`config.mk`:
```
export PLATFORM = sky130hd
export DESIGN_NAME = obstacle_spawner_flat
export DESIGN_NICKNAME = d
export VERILOG_FILES = /design/src/rtl/obstacle_spawner_pkg.sv /design/src/rtl/obstacle_spawner_if.sv /design/src/rtl/obstacle_spawner_lfsr16.sv /design/src/rtl/obstacle_spawner.sv /design/src/flat_wrapper.sv
export SDC_FILE = /design/constraint.sdc
export NUM_CORES = 1
export LEC_CHECK = 0
export CAP_MARGIN = 20
export CORE_UTILIZATION = 35
export DETAILED_ROUTE_END_ITERATION = 10
export GPL_ROUTABILITY_DRIVEN = 0
export GPL_TIMING_DRIVEN = 0
export MAX_ROUTING_LAYER = met4
export PLACE_DENSITY = 0.57
export SYNTH_ARGS = -nofsm -noshare
export SYNTH_HDL_FRONTEND = slang
export SYNTH_SLANG_ARGS = --single-unit
```
`constraint.sdc`:
```
create_clock -name clk -period 1.9 [get_ports clk]
set_input_delay 0.475 -clock clk [delete_from_list [all_inputs] [get_ports clk]]
set_output_delay 0.475 -clock clk [all_outputs]
set_load 0.1 [all_outputs]
```
`src/rtl/obstacle_spawner_pkg.sv`:
```
// Shared definitions for the obstacle spawning slice: screen geometry,
// obstacle type encodings, spawner FSM states and random-value helpers.
package obstacle_pkg;

  localparam int SCREEN_W  = 640;
  localparam int SCREEN_H  = 480;
  localparam int OBST_SIZE = 32;

  typedef enum logic [1:0] {
    OBST_NONE = 2'd0,
    OBST_ROCK = 2'd1,
    OBST_LOG  = 2'd2,
    OBST_CAR  = 2'd3
  } obst_type_e;

  typedef enum logic [2:0] {
    IDLE,
    WAIT,
    PICK,
    STALL,
    EMIT
  } spawner_state_e;

  // A raw value of zero would mean "no obstacle", so it folds onto a rock.
  function automatic obst_type_e type_from_rand(input logic [1:0] raw);
    return (raw == 2'd0) ? OBST_ROCK : obst_type_e'(raw);
  endfunction

  // Raw x spans 0..1020 in steps of 4; the upper band folds back by 512 so
  // the result stays on screen and keeps 4-pixel alignment.
  function automatic logic [9:0] start_x_from_rand(input logic [7:0] raw,
                                                   input logic [9:0] x_max);
    logic [9:0] x;
    x = {raw, 2'b00};
    return (x > x_max) ? x - 10'd512 : x;
  endfunction

endpackage

```
`src/rtl/obstacle_spawner_if.sv`:
```
// Spawn interface between the spawner (master) and the per-slot obstacle
// motion controllers (slave), which report back which slots are occupied.
interface obstacle_spawner_if #(
  parameter int NUM_SLOTS = 4
) ();

  logic [NUM_SLOTS-1:0] spawn_slot;
  logic [1:0]           obstacle_trigger;
  logic [9:0]           obstacle_start_x;
  logic [9:0]           obstacle_start_y;
  logic [NUM_SLOTS-1:0] slot_busy;

  modport master (
    output spawn_slot,
    output obstacle_trigger,
    output obstacle_start_x,
    output obstacle_start_y,
    input  slot_busy
  );

  modport slave (
    input  spawn_slot,
    input  obstacle_trigger,
    input  obstacle_start_x,
    input  obstacle_start_y,
    output slot_busy
  );

endinterface

```
`src/rtl/obstacle_spawner_lfsr16.sv`:
```
// 16-bit Galois LFSR (taps 16'hB400), free-running every cycle out of reset.
// Reusable by any block that needs cheap pseudo-random bits.
module lfsr16 (
  input  logic        clk,
  input  logic        reset,
  input  logic [15:0] seed,
  output logic [15:0] out
);

  // Load the seed in reset, otherwise shift right and fold taps on a set LSB.
  always_ff @(posedge clk) begin
    if (reset) begin
      out <= seed;
    end else if (out[0]) begin
      out <= {1'b0, out[15:1]} ^ 16'hB400;
    end else begin
      out <= {1'b0, out[15:1]};
    end
  end

endmodule

```
`src/rtl/obstacle_spawner.sv`:
```
// Obstacle spawner: paced by frame ticks, it picks the lowest free obstacle
// slot, draws a random type and start x, and fires a one-cycle one-hot spawn
// pulse. Every DIFF_STEP spawns the interval shrinks towards MIN_INTERVAL.
module obstacle_spawner
  import obstacle_pkg::*;
#(
  parameter int NUM_SLOTS     = 4,
  parameter int SEED          = 16'hACE1,
  parameter int INIT_INTERVAL = 60,
  parameter int MIN_INTERVAL  = 16,
  parameter int INTERVAL_DEC  = 4,
  parameter int DIFF_STEP     = 8,
  parameter int START_Y       = 0,
  parameter int X_MAX         = SCREEN_W - OBST_SIZE
) (
  input  logic                clk,
  input  logic                reset,
  input  logic                enable,
  input  logic                frame_tick,
  obstacle_spawner_if.master  bus,
  output logic [7:0]          spawn_interval
);

  localparam logic [7:0]  INIT_IV    = 8'(INIT_INTERVAL);
  localparam logic [8:0]  MIN_IV     = 9'(MIN_INTERVAL);
  localparam logic [8:0]  DEC_IV     = 9'(INTERVAL_DEC);
  localparam logic [7:0]  LAST_SPAWN = 8'(DIFF_STEP - 1);
  localparam logic [9:0]  START_Y_V  = 10'(START_Y);
  localparam logic [9:0]  X_MAX_V    = 10'(X_MAX);
  localparam logic [15:0] SEED_V     = 16'(SEED);

  spawner_state_e       state;
  logic [15:0]          lfsr;
  logic [7:0]           frame_cnt;
  logic [7:0]           spawn_cnt;
  logic [NUM_SLOTS-1:0] free_slots;
  logic [NUM_SLOTS-1:0] pick_onehot;
  logic [7:0]           next_interval;
  logic                 unused_lfsr_bits;

  lfsr16 u_lfsr (
    .clk   (clk),
    .reset (reset),
    .seed  (SEED_V),
    .out   (lfsr)
  );

  assign unused_lfsr_bits = ^{lfsr[15:12], lfsr[1:0]};

  // Lowest free slot as a one-hot mask, and the next (floored) interval.
  always_comb begin
    free_slots  = ~bus.slot_busy;
    // x & -x isolates the lowest set bit, i.e. the lowest-index free slot.
    pick_onehot = free_slots & (~free_slots + NUM_SLOTS'(1));
    if ({1'b0, spawn_interval} >= MIN_IV + DEC_IV) begin
      next_interval = spawn_interval - DEC_IV[7:0];
    end else begin
      next_interval = MIN_IV[7:0];
    end
  end

  // Spawn FSM with registered outputs, frame pacing and difficulty ramp.
  always_ff @(posedge clk) begin
    if (reset) begin
      state                <= IDLE;
      frame_cnt            <= '0;
      spawn_cnt            <= '0;
      spawn_interval       <= INIT_IV;
      bus.spawn_slot       <= '0;
      bus.obstacle_trigger <= OBST_NONE;
      bus.obstacle_start_x <= '0;
      bus.obstacle_start_y <= '0;
    end else begin
      bus.spawn_slot <= '0;

      // The emitted pulse always counts, even if enable drops in that cycle.
      if (state == EMIT) begin
        if (spawn_cnt == LAST_SPAWN) begin
          spawn_cnt      <= '0;
          spawn_interval <= next_interval;
        end else begin
          spawn_cnt <= spawn_cnt + 8'd1;
        end
      end

      if (!enable) begin
        state                <= IDLE;
        frame_cnt            <= '0;
        bus.obstacle_trigger <= OBST_NONE;
        bus.obstacle_start_x <= '0;
        bus.obstacle_start_y <= '0;
      end else begin
        unique case (state)
          IDLE: begin
            state <= WAIT;
          end
          WAIT: begin
            if (frame_tick) begin
              if (frame_cnt == spawn_interval - 8'd1) begin
                frame_cnt <= '0;
                state     <= PICK;
              end else begin
                frame_cnt <= frame_cnt + 8'd1;
              end
            end
          end
          PICK: begin
            if (|free_slots) begin
              bus.spawn_slot       <= pick_onehot;
              bus.obstacle_trigger <= type_from_rand(lfsr[11:10]);
              bus.obstacle_start_x <= start_x_from_rand(lfsr[9:2], X_MAX_V);
              bus.obstacle_start_y <= START_Y_V;
              state                <= EMIT;
            end else begin
              state <= STALL;
            end
          end
          STALL: begin
            if (|free_slots) begin
              state <= PICK;
            end
          end
          EMIT: begin
            state <= WAIT;
          end
          default: begin
            state <= IDLE;
          end
        endcase
      end
    end
  end

endmodule

```
`src/flat_wrapper.sv`:
```
// flat-port wrapper written by rule: the top's interface ports become plain ports
module obstacle_spawner_flat import obstacle_pkg::*;
#(
  parameter int NUM_SLOTS     = 4,
  parameter int SEED          = 16'hACE1,
  parameter int INIT_INTERVAL = 60,
  parameter int MIN_INTERVAL  = 16,
  parameter int INTERVAL_DEC  = 4,
  parameter int DIFF_STEP     = 8,
  parameter int START_Y       = 0,
  parameter int X_MAX         = SCREEN_W - OBST_SIZE
)
  (clk, reset, enable, frame_tick, spawn_interval, bus_spawn_slot, bus_obstacle_trigger, bus_obstacle_start_x, bus_obstacle_start_y, bus_slot_busy);
  obstacle_spawner_if #(.NUM_SLOTS(NUM_SLOTS)) bus_i ();
  input  logic clk;
  input  logic reset;
  input  logic enable;
  input  logic frame_tick;
  output logic [7:0] spawn_interval;
  output wire logic [$bits(bus_i.spawn_slot)-1:0] bus_spawn_slot;
  output wire logic [$bits(bus_i.obstacle_trigger)-1:0] bus_obstacle_trigger;
  output wire logic [$bits(bus_i.obstacle_start_x)-1:0] bus_obstacle_start_x;
  output wire logic [$bits(bus_i.obstacle_start_y)-1:0] bus_obstacle_start_y;
  input wire logic [$bits(bus_i.slot_busy)-1:0] bus_slot_busy;
  assign bus_spawn_slot = bus_i.spawn_slot;
  assign bus_obstacle_trigger = bus_i.obstacle_trigger;
  assign bus_obstacle_start_x = bus_i.obstacle_start_x;
  assign bus_obstacle_start_y = bus_i.obstacle_start_y;
  assign bus_i.slot_busy = bus_slot_busy;
  obstacle_spawner #(.NUM_SLOTS(NUM_SLOTS), .SEED(SEED), .INIT_INTERVAL(INIT_INTERVAL), .MIN_INTERVAL(MIN_INTERVAL), .INTERVAL_DEC(INTERVAL_DEC), .DIFF_STEP(DIFF_STEP), .START_Y(START_Y), .X_MAX(X_MAX)) u_core (.clk(clk), .reset(reset), .enable(enable), .frame_tick(frame_tick), .bus(bus_i), .spawn_interval(spawn_interval));
endmodule
```
==> results of run 1 <==
## synthesized netlist by cell type, types with 3 or more instances
master | number | area [um^2]
dfxtp_1 | 55 | 1100
nor2_1 | 26 | 97.6
nand2_1 | 20 | 75.1
buf_4 | 14 | 105
a21oi_1 | 12 | 60.1
xnor2_1 | 11 | 96.3
mux2i_1 | 9 | 90.1
or2_2 | 9 | 56.3
xor2_1 | 8 | 70.1
nand3_1 | 7 | 35.0
nor2b_1 | 7 | 43.8
o21ai_1 | 7 | 35.0
clkbuf_1 | 6 | 22.5
ha_1 | 6 | 75.1
inv_1 | 6 | 22.5
and3_1 | 5 | 31.3
nor3_1 | 4 | 20.0
nor4_1 | 4 | 25.0
o21a_1 | 4 | 30.0
o21ai_0 | 4 | 20.0
nor3b_1 | 3 | 22.5
## per-layer routing
layer | wire, um | up-vias | GRT usage [%]
met5 | 0 | - | -
met4 | 25 | 0 | 3.18
met3 | 119 | 4 | 2.86
met2 | 2280 | 24 | 21.5
met1 | 2520 | 891 | 19.3
li1 | - | 996 | -
## state kept, by name, indices dropped and copies added (netlist names)
signal	count
u_core.u_lfsr.out	16
u_core.bus.obstacle_trigger	2
u_core.frame_cnt	8
u_core.bus.obstacle_start_x	8
u_core.spawn_cnt	8
u_core.bus.spawn_slot	4
u_core.spawn_interval	6
u_core.state	3
## layout make-up
class / count / area, um^2 / share of cell area, %
plain buffers: 22 / 170 / 5.16
repair buffers: 33 / 360 / 10.9
flip-flops and latches: 55 / 1120 / 33.8
well taps: 96 / 120 / 3.64
clock inverters: 3 / 26.3 / 0.796
inverters: 6 / 27.5 / 0.834
clock buffers: 5 / 68.8 / 2.08
multi-input cells: 194 / 1410 / 42.8
## placed cells by master, fill, tap and decap left out, types with 3 or more instances in the layout
cell type        netlist  routed
dfxtp_1               55      47
nor2_1                26      25
nand2_1               20      20
buf_4                 14      19
clkdlybuf4s15_2        0      18
conb_1                 1      14
xnor2_1               11      11
a21oi_1               12      10
or2_2                  9       9
mux2i_1                9       9
xor2_1                 8       8
nor2b_1                7       7
nand3_1                7       7
o21ai_2                0       6
dfxtp_2                0       6
and3_1                 5       5
clkbuf_8               0       5
nor3_1                 4       4
o21ai_0                4       4
o21a_1                 4       4
ha_1                   6       4
dlymetal6s2s_1         0       4
inv_1                  6       3
nor3b_1                3       3
nor3b_4                1       3
nor4_1                 4       3
clkdlybuf4s50_1        0       3
## stage by stage
step                      power (mW)  util [%]
after global routing            2.20      48.3
final                           2.11      48.3
after floorplan                 1.41         -
after CTS                       2.14      46.4
after global placement          1.44      43.4
after detailed placement        1.44      43.4
## where the power goes
part,total (mW),internal [mW],switching [mW],leakage (nW)
Clock,0.684,0.272,0.411,0.0491
Sequential,1.19,1.17,0.0175,0.449
Combinational,0.230,0.0616,0.168,0.886
Total,2.11,1.51,0.597,1.38
## worst max path at each step
stage / start / to
floorplan: u_core.spawn_interval[2] / u_core.frame_cnt[1]
global placement: reset / u_core.bus.obstacle_start_x[3]
detailed placement: reset / u_core.bus.obstacle_start_x[5]
CTS: u_core.spawn_interval[2] / u_core.frame_cnt[6]
global route: u_core.spawn_interval[2] / u_core.frame_cnt[4]
finish: u_core.spawn_interval[2] / u_core.frame_cnt[4]
## kinds of logic after synthesis
| family | count (synthesis) | share of synthesized area (%) |
|---|---|---|
| AOI/OAI and AO/OA | 44 | 11.3 |
| xor gates and xnor gates | 19 | 6.69 |
| adders and majority gates | 6 | 3.02 |
| buffers and inverters | 29 | 7.14 |
| DFF | 55 | 44.2 |
| muxes | 9 | 3.62 |
| other | 1 | 0.151 |
| and+or+nand+nor | 102 | 23.9 |
## worst max-delay path, cell delays in order (launching register included)
cell	delay, ns
dfxtp_4	0.38
inv_4	0.05
ha_4	0.26
xor2_1	0.14
nand3_1	0.09
or4_4	0.56
buf_8	0.17
o21ai_1	0.13
a21oi_1	0.08
## timing repair
action	CTS	global route
pin swaps	2	10
gates resized for setup	75	26
setup buffers	4	1
cloned	0	1
endpoints found under the hold margin	0	0
setup endpoints to repair	47	27
==> impl_metrics.json, run 1 <==
{
  "fin_hold_ws_ns": 0.381,
  "p_leak_nw": 1.38,
  "synth.distinct_cells": 50,
  "ys_warn_count": 0,
  "ys.flop_type": "dfxtp_1",
  "rr_startpoint": "u_core.spawn_interval[2]",
  "wire_per_inst_um": 11.9,
  "clock_skew_ns": 0.0105,
  "fp.dieH_um": 86.3,
  "hold_path_class": "input port to register",
  "endpoint_kind": "register",
  "netlist_area_um2": 2490,
  "status": "finished, violations left",
  "synthCells": 265,
  "cp_max_fo": 5,
  "rrSetupSlack_ns": -0.06,
  "cts.htree.levels": 2,
  "fin_nets": 331,
  "grt_max_degree": 20,
  "antenna_found_initial": 0,
  "vias": 1915,
  "failed_checks": "setup timing",
  "core_area_um2": 6830,
  "area_growth_syn_to_layout_pct": 32.6,
  "clock_latency_ns": 0.31,
  "dieArea_um2": 7450,
  "instances_no_fill": 414,
  "hp-start": "bus_slot_busy[1]",
  "drc_errors": 0,
  "tritoncts": "yes",
  "worstSetupPathType": "register to register",
  "hold_path_depth": 2,
  "fillers": 663,
  "syn_avg_cell_area_um2": 9.39,
  "avgViaCountPerCell": 4.63,
  "fin_tns_setup_ns": -0.266,
  "place_ws_ns": -0.989,
  "n_antenna_cell": 0,
  "max-vdd-ir-drop_mv": 0.437,
  "fp.dieW_um": 86.3,
  "stdcell_area_um2": 3300,
  "grt_pass1_vias": 1680,
  "gr-total-overflow": 0,
  "cp.arrival_ns": 2.16,
  "io_pins": 42,
  "setup-violations-final": 8,
  "fin_ws_ns": -0.0598,
  "max-cap-violations": 0,
  "ys_seq_area_share_pct": 44.2,
  "drive_gt1_share_pct": 32.4,
  "finalCritPeriodShare_pct": 103,
  "worstPathRequired_ns": 2.10,
  "power_density_nw_per_um2": 638,
  "drtIter0Drc": 42,
  "hold_viol": 0,
  "cts_hold_buffers": 0,
  "clock-root-buffer": "clkbuf_8",
  "rows": 30,
  "fmaxAchievable_mhz": 510,
  "r2r_cells": 8,
  "io_buffers": 27,
  "grt_pass1_wl_um": 8110,
  "r2r-end": "u_core.frame_cnt[4]",
  "dp_cells": 401,
  "initial_utilization_pct": 36.4,
  "detailed_place.area_um2": 2970,
  "dpl.hpwl_um": 3320,
  "period_minus_slack_ns": 1.96,
  "crit_path_start_kind": "register",
  "clockBufferDepth": 2,
  "first_pass_iters": 4,
  "clock-sinks": 55,
  "grt_usage_pct": 14.1,
  "numCtsBuffers": 5,
  "synth-edff-count": 0,
  "drtAntennaViolNets": 0,
  "async_flop_share_pct": 0,
  "ys_seq_elements": 55,
  "rsz0062_at_grt": "true",
  "relSlewSlack_pct": 56.4,
  "path_clk_slew_ns": 0.11,
  "worst_pin_slew_ns": 0.654,
  "finalWirelength_um": 4940,
  "drv_slew": 0,
  "min_to": "u_core.bus.spawn_slot[1]"
}
No activity file was read; power rests on OpenSTA's default activity.
==> run 2: changes to the inputs <==
--- a/config.mk
+++ b/config.mk
@@ -11,7 +11,7 @@
 export GPL_ROUTABILITY_DRIVEN = 0
 export GPL_TIMING_DRIVEN = 0
 export MAX_ROUTING_LAYER = met4
-export PLACE_DENSITY = 0.57
+export PLACE_DENSITY = 0.55
 export SYNTH_ARGS = -nofsm -noshare
 export SYNTH_HDL_FRONTEND = slang
 export SYNTH_SLANG_ARGS = --single-unit
==> constraint.sdc (replaced) <==
create_clock -name clk -period 2.4 [get_ports clk]
set_input_delay 0.6 -clock clk [delete_from_list [all_inputs] [get_ports clk]]
set_output_delay 0.6 -clock clk [all_outputs]
set_load 0.1 [all_outputs]
==> impl_metrics.json, run 2 (synthesized netlist as in run 1, its figures left out) <==
{
  "core_area_um2": 6830,
  "n_antenna_cell": 0,
  "stdcell_area_um2": 3030,
  "final_cell_mix": "53 x dfxtp_1, 26 x nor2_1, 20 x nand2_1, 15 x dlygate4sd2_1",
  "clock_skew_ns": 0.00972,
  "drv_slew": 0,
  "slowest_delay_ns": 0.89,
  "cp_max_fo": 7,
  "hp-start": "u_core.u_lfsr.out[12]",
  "power.share.sequential_pct": 55.7,
  "drtIter0Drc": 79,
  "initial_utilization_pct": 36.4,
  "fin_nets": 326,
  "antenna_found_initial": 0,
  "rsz0062_at_grt": "false",
  "cts.htree.levels": 2,
  "setup-violations-final": 0,
  "p_leak_nw": 1.39,
  "fin_tns_setup_ns": 0,
  "power_switching_share_pct": 29.0,
  "area_growth_syn_to_layout_pct": 21.6,
  "rows": 30,
  "grt_pass1_vias": 1700,
  "largest_register_ffs": 16,
  "power_density_nw_per_um2": 560,
  "r2r-end": "u_core.spawn_interval[6]",
  "clock_latency_ns": 0.31,
  "drc_errors": 0,
  "cp.arrival_ns": 1.69,
  "finalCritPeriodShare_pct": 95.4,
  "design_power_total_mw": 1.69,
  "crit_slowest_cell": "dlygate4sd2_1",
  "path_delay_family": "buffers and inverters",
  "vias": 1857,
  "hold_path_class": "register to register",
  "worstSetupPathType": "register to output pin",
  "rrSetupSlack_ns": 0.33,
  "hold_viol": 0,
  "clock-root-buffer": "clkbuf_8",
  "max-cap-violations": 0,
  "numCtsBuffers": 5,
  "io_pins": 42,
  "r2r_cells": 7,
  "finalWirelength_um": 4650,
  "fp.dieH_um": 86.3,
  "first_pass_iters": 4,
  "fin_util_pct": 44.3,
  "crit_path_start_kind": "register",
  "gr-total-overflow": 0,
  "fp.dieW_um": 86.3,
  "grtUsageMet1_pct": 18.3,
  "io_buffers": 27,
  "avgViaCountPerCell": 4.54,
  "hold_path_depth": 1,
  "path_clk_slew_ns": 0.11,
  "grt_pass1_wl_um": 8150,
  "grt_usage_pct": 14.1,
  "met2_usage_pct": 21.9,
  "detailed_place.area_um2": 2940,
  "fmaxAchievable_mhz": 437,
  "power.internal_mw": 1.20,
  "dieArea_um2": 7450,
  "power_frac_comb_pct": 10.5,
  "top_register": "u_core.u_lfsr.out",
  "grt_max_degree": 21,
  "worstPathCellList": "dlygate4sd2_1",
  "drtAntennaViolNets": 0,
  "drive_gt1_share_pct": 16.0,
  "rr_startpoint": "u_core.spawn_interval[3]",
  "min_to": "u_core.u_lfsr.out[11]",
  "status": "finished clean",
  "clkPwrFrac_pct": 33.8,
  "final_common_cell": "dfxtp_1",
  "period_minus_slack_ns": 2.29,
  "endpoint_kind": "output pin",
  "dpl.hpwl_um": 3330,
  "use_met3_pct": 2.86,
  "crit_buf_inv": 1,
  "clockBufferDepth": 2,
  "worst_pin_slew_ns": 0.967,
  "wire_per_inst_um": 11.4,
  "clock-sinks": 55,
  "p_sw_mw": 0.492,
  "tritoncts": "yes",
  "relSlewSlack_pct": 35.4,
  "max-vdd-ir-drop_mv": 0.361,
  "worstPathRequired_ns": 1.80,
  "grt_busiest_layer": "met2"
}
run 2: cell count changes in the layout (fill, tap and decap cells not counted), moves of 3 or more:
cell             change
clkdlybuf4s15_2     -18
dlygate4sd2_1       +15
dfxtp_1              +6
dfxtp_2              -6
o21ai_1              +6
o21ai_2              -6
buf_4                -5
clkdlybuf4s50_1      +4
clkbuf_2             +3
inv_1                +3
run 2: layout make-up:
type / count / area [um^2]
plain buffers: 23 / 159
clock buffers: 5 / 68.8
clock inverters: 3 / 31.3
fillers: 711 / 3810
inverters: 6 / 22.5
multi-input cells: 194 / 1260
flip-flops and latches: 55 / 1110
well taps: 96 / 120
repair buffers: 27 / 256
run 2: routing by layer:
metal	vias to the layer above	share of wire, %
met5	-	0
met4	0	1.3
met3	6	3.0
met2	30	45
met1	840	50
li1	981	-
run 2: worst max path at each step:
stage | startpoint | to | slack (ns) | cells past startpoint
after floorplan | u_core.spawn_interval[5] | u_core.frame_cnt[1] | 0.02 | 6
after global placement | reset | u_core.bus.obstacle_start_x[3] | -0.60 | 7
after detailed placement | reset | u_core.bus.obstacle_start_x[6] | -0.61 | 7
after CTS | u_core.spawn_interval[4] | spawn_interval[4] | 0.01 | 1
after global routing | u_core.spawn_interval[5] | spawn_interval[5] | 0.03 | 1
final | u_core.spawn_interval[5] | spawn_interval[5] | 0.11 | 1
run 2: power groups by stage:
stage,clock (mW),sequential [mW],combinational [mW]
floorplan,0,0.960,0.153
global placement,0,0.964,0.178
detailed placement,0,0.964,0.179
CTS,0.598,0.944,0.179
global route,0.630,0.947,0.190
finish,0.572,0.943,0.179
run 2: stage by stage:
stage	std cells	setup WS, ns	hold slack, ns
floorplan	278	0.0163	0.389
CTS	409	0.0115	0.423
global route	409	0.0318	0.440
global placement	401	-0.604	0.392
detailed placement	401	-0.612	0.394
finish	409	0.109	0.420
run 2: timing repair:
item                                    CTS  global route
hold buffers                              0             0
buffers inserted                          0             0
gates resized for setup                  19             7
cloned                                    0             0
endpoints found under the setup margin   26            16
==> run 3: changes to the inputs <==
--- a/config.mk
+++ b/config.mk
@@ -8,10 +8,12 @@
 export CAP_MARGIN = 20
 export CORE_UTILIZATION = 35
 export DETAILED_ROUTE_END_ITERATION = 10
+export DONT_BUFFER_PORTS = 1
 export GPL_ROUTABILITY_DRIVEN = 0
 export GPL_TIMING_DRIVEN = 0
 export MAX_ROUTING_LAYER = met4
-export PLACE_DENSITY = 0.55
+export PLACE_DENSITY = 0.47
 export SYNTH_ARGS = -nofsm -noshare
 export SYNTH_HDL_FRONTEND = slang
 export SYNTH_SLANG_ARGS = --single-unit
+export TNS_END_PERCENT = 5
==> impl_metrics.json, run 3 (synthesized netlist as in run 1, its figures left out) <==
{
  "io_pins": 42,
  "fin_util_pct": 41.0,
  "worstPathRequired_ns": 2.59,
  "crit_path_start_kind": "register",
  "period_minus_slack_ns": 2.27,
  "dpl.hpwl_um": 3360,
  "fp.dieH_um": 86.3,
  "drv_slew": 0,
  "drtAntennaViolNets": 0,
  "grt_max_degree": 21,
  "vias": 1758,
  "multi_input_area_um2": 1260,
  "gr-total-overflow": 0,
  "clock-root-buffer": "clkbuf_8",
  "critPathLaunch": "u_core.spawn_interval[2]",
  "finalWirelength_um": 4580,
  "initial_utilization_pct": 36.4,
  "rr_startpoint": "u_core.spawn_interval[2]",
  "top_register": "u_core.u_lfsr.out",
  "hold_path_class": "input port to register",
  "fmaxAchievable_mhz": 441,
  "worst_pin_slew_ns": 0.979,
  "worstSetupPathType": "register to register",
  "grt_pass1_vias": 1541,
  "clock-sinks": 55,
  "fillers": 717,
  "core_area_um2": 6830,
  "endpoint_kind": "register",
  "min_to": "u_core.bus.spawn_slot[3]",
  "tritoncts": "yes",
  "rrSetupSlack_ns": 0.13,
  "hp-start": "bus_slot_busy[3]",
  "numCtsBuffers": 5,
  "max-vdd-ir-drop_mv": 0.291,
  "fin_nets": 300,
  "io_buffers": 0,
  "p_leak_nw": 1.16,
  "r2r_cells": 8,
  "power_density_nw_per_um2": 598,
  "clockBufferDepth": 2,
  "grt_usage_pct": 13.3,
  "hold_path_depth": 1,
  "fp.dieW_um": 86.3,
  "largest_register_ffs": 16,
  "final_cell_mix": "50 x dfxtp_1, 26 x nor2_1, 20 x nand2_1, 14 x buf_4, 14 x conb_1",
  "clock_latency_ns": 0.32,
  "grt_pass1_wl_um": 7530,
  "final_common_cell": "dfxtp_1",
  "n_antenna_cell": 0,
  "drive_gt1_share_pct": 18.5,
  "design_power_total_mw": 1.68,
  "register_area_um2": 1110,
  "cp_max_fo": 10,
  "rsz0062_at_grt": "false",
  "clock_skew_ns": 0.00827,
  "area_growth_syn_to_layout_pct": 12.6,
  "finalCritPeriodShare_pct": 94.4,
  "cts_hold_buffers": 0,
  "setup-violations-final": 0,
  "drc_errors": 0,
  "max-cap-violations": 0,
  "r2r-end": "u_core.frame_cnt[7]",
  "hold_viol": 0,
  "antenna_found_initial": 0,
  "drtIter0Drc": 106,
  "cts.htree.levels": 2,
  "rows": 30,
  "avgViaCountPerCell": 4.59,
  "dieArea_um2": 7450,
  "path_clk_slew_ns": 0.11,
  "status": "finished clean",
  "cp.arrival_ns": 2.45,
  "first_pass_iters": 4,
  "wire_per_inst_um": 12.0,
  "relSlewSlack_pct": 34.6
}
[run 3: cell count changes in the layout (fill, tap and decap cells not counted), sizes merged]
cell and change:
buf +1, inv -1, clkinv +1, clkdlybuf4s50 -7
dlymetal6s2s -4, dlygate4sd2 -15, clkbuf -1
[run 3: worst max-delay path by stage]
stage                               end  cells past startpoint
floorplan           u_core.frame_cnt[1]                      6
detailed placement  u_core.frame_cnt[7]                      6
finish              u_core.frame_cnt[7]                      8
CTS                 u_core.frame_cnt[7]                      8
global route        u_core.frame_cnt[6]                      8
global placement    u_core.frame_cnt[7]                      6
[run 3: critical path, cell delays in order, from the launching register on]
cell and delay (ns):
dfxtp_4 0.62, inv_2 0.07, ha_2 0.21, nor3b_2 0.17, xnor2_1 0.16, or4_4 0.52
buf_6 0.17, o21ai_1 0.13, a21oi_1 0.08
[run 3: stage by stage]
stage / TNS, ns / hold slack (ns) / worst slack [ns] / std cells / area (um^2)
2_1_floorplan: 0 / 0.389 / 0.0163 / 278 / 2540
3_3_place_gp: -2.19 / 0.392 / -0.155 / 374 / 2670
3_5_place_dp: -1.85 / 0.396 / -0.128 / 375 / 2690
4_1_cts: 0 / 0.327 / 0.0352 / 383 / 2800
5_1_grt: 0 / 0.325 / 0.0264 / 383 / 2800
6_report: 0 / 0.340 / 0.134 / 383 / 2800
[run 3: area by class of cell]
class                           count  share of cell area, %
Timing Repair Buffer                1                  0.982
Buffer                             23                   5.54
Multi-Input combinational cell    194                   45.0
Clock inverter                      3                   1.21
Inverter                            6                  0.804
Tap cell                           96                   4.29
Sequential cell                    55                   39.7
Clock buffer                        5                   2.46
[run 3: routing by layer]
| metal | vias up | routed length (um) | global-route usage, % |
|---|---|---|---|
| li1 | 930 | - | - |
| met1 | 804 | 2320 | 17.9 |
| met2 | 22 | 2090 | 19.8 |
| met3 | 2 | 140 | 2.76 |
| met4 | 0 | 31 | 4.55 |
| met5 | - | 0 | - |
[run 3: report_power, final]
part	switching [mW]	internal (mW)	leakage, nW
Clock	0.348	0.223	0.0519
Combinational	0.127	0.0370	0.660
Sequential	0.0131	0.930	0.448
[run 3: what timing repair did]
| item | 4_1_cts | 5_1_grt |
|---|---|---|
| gates resized for setup | 3 | 4 |
| buffers inserted | 0 | 0 |
| endpoints found under the setup margin | 10 | 12 |
| pin swaps | 0 | 0 |
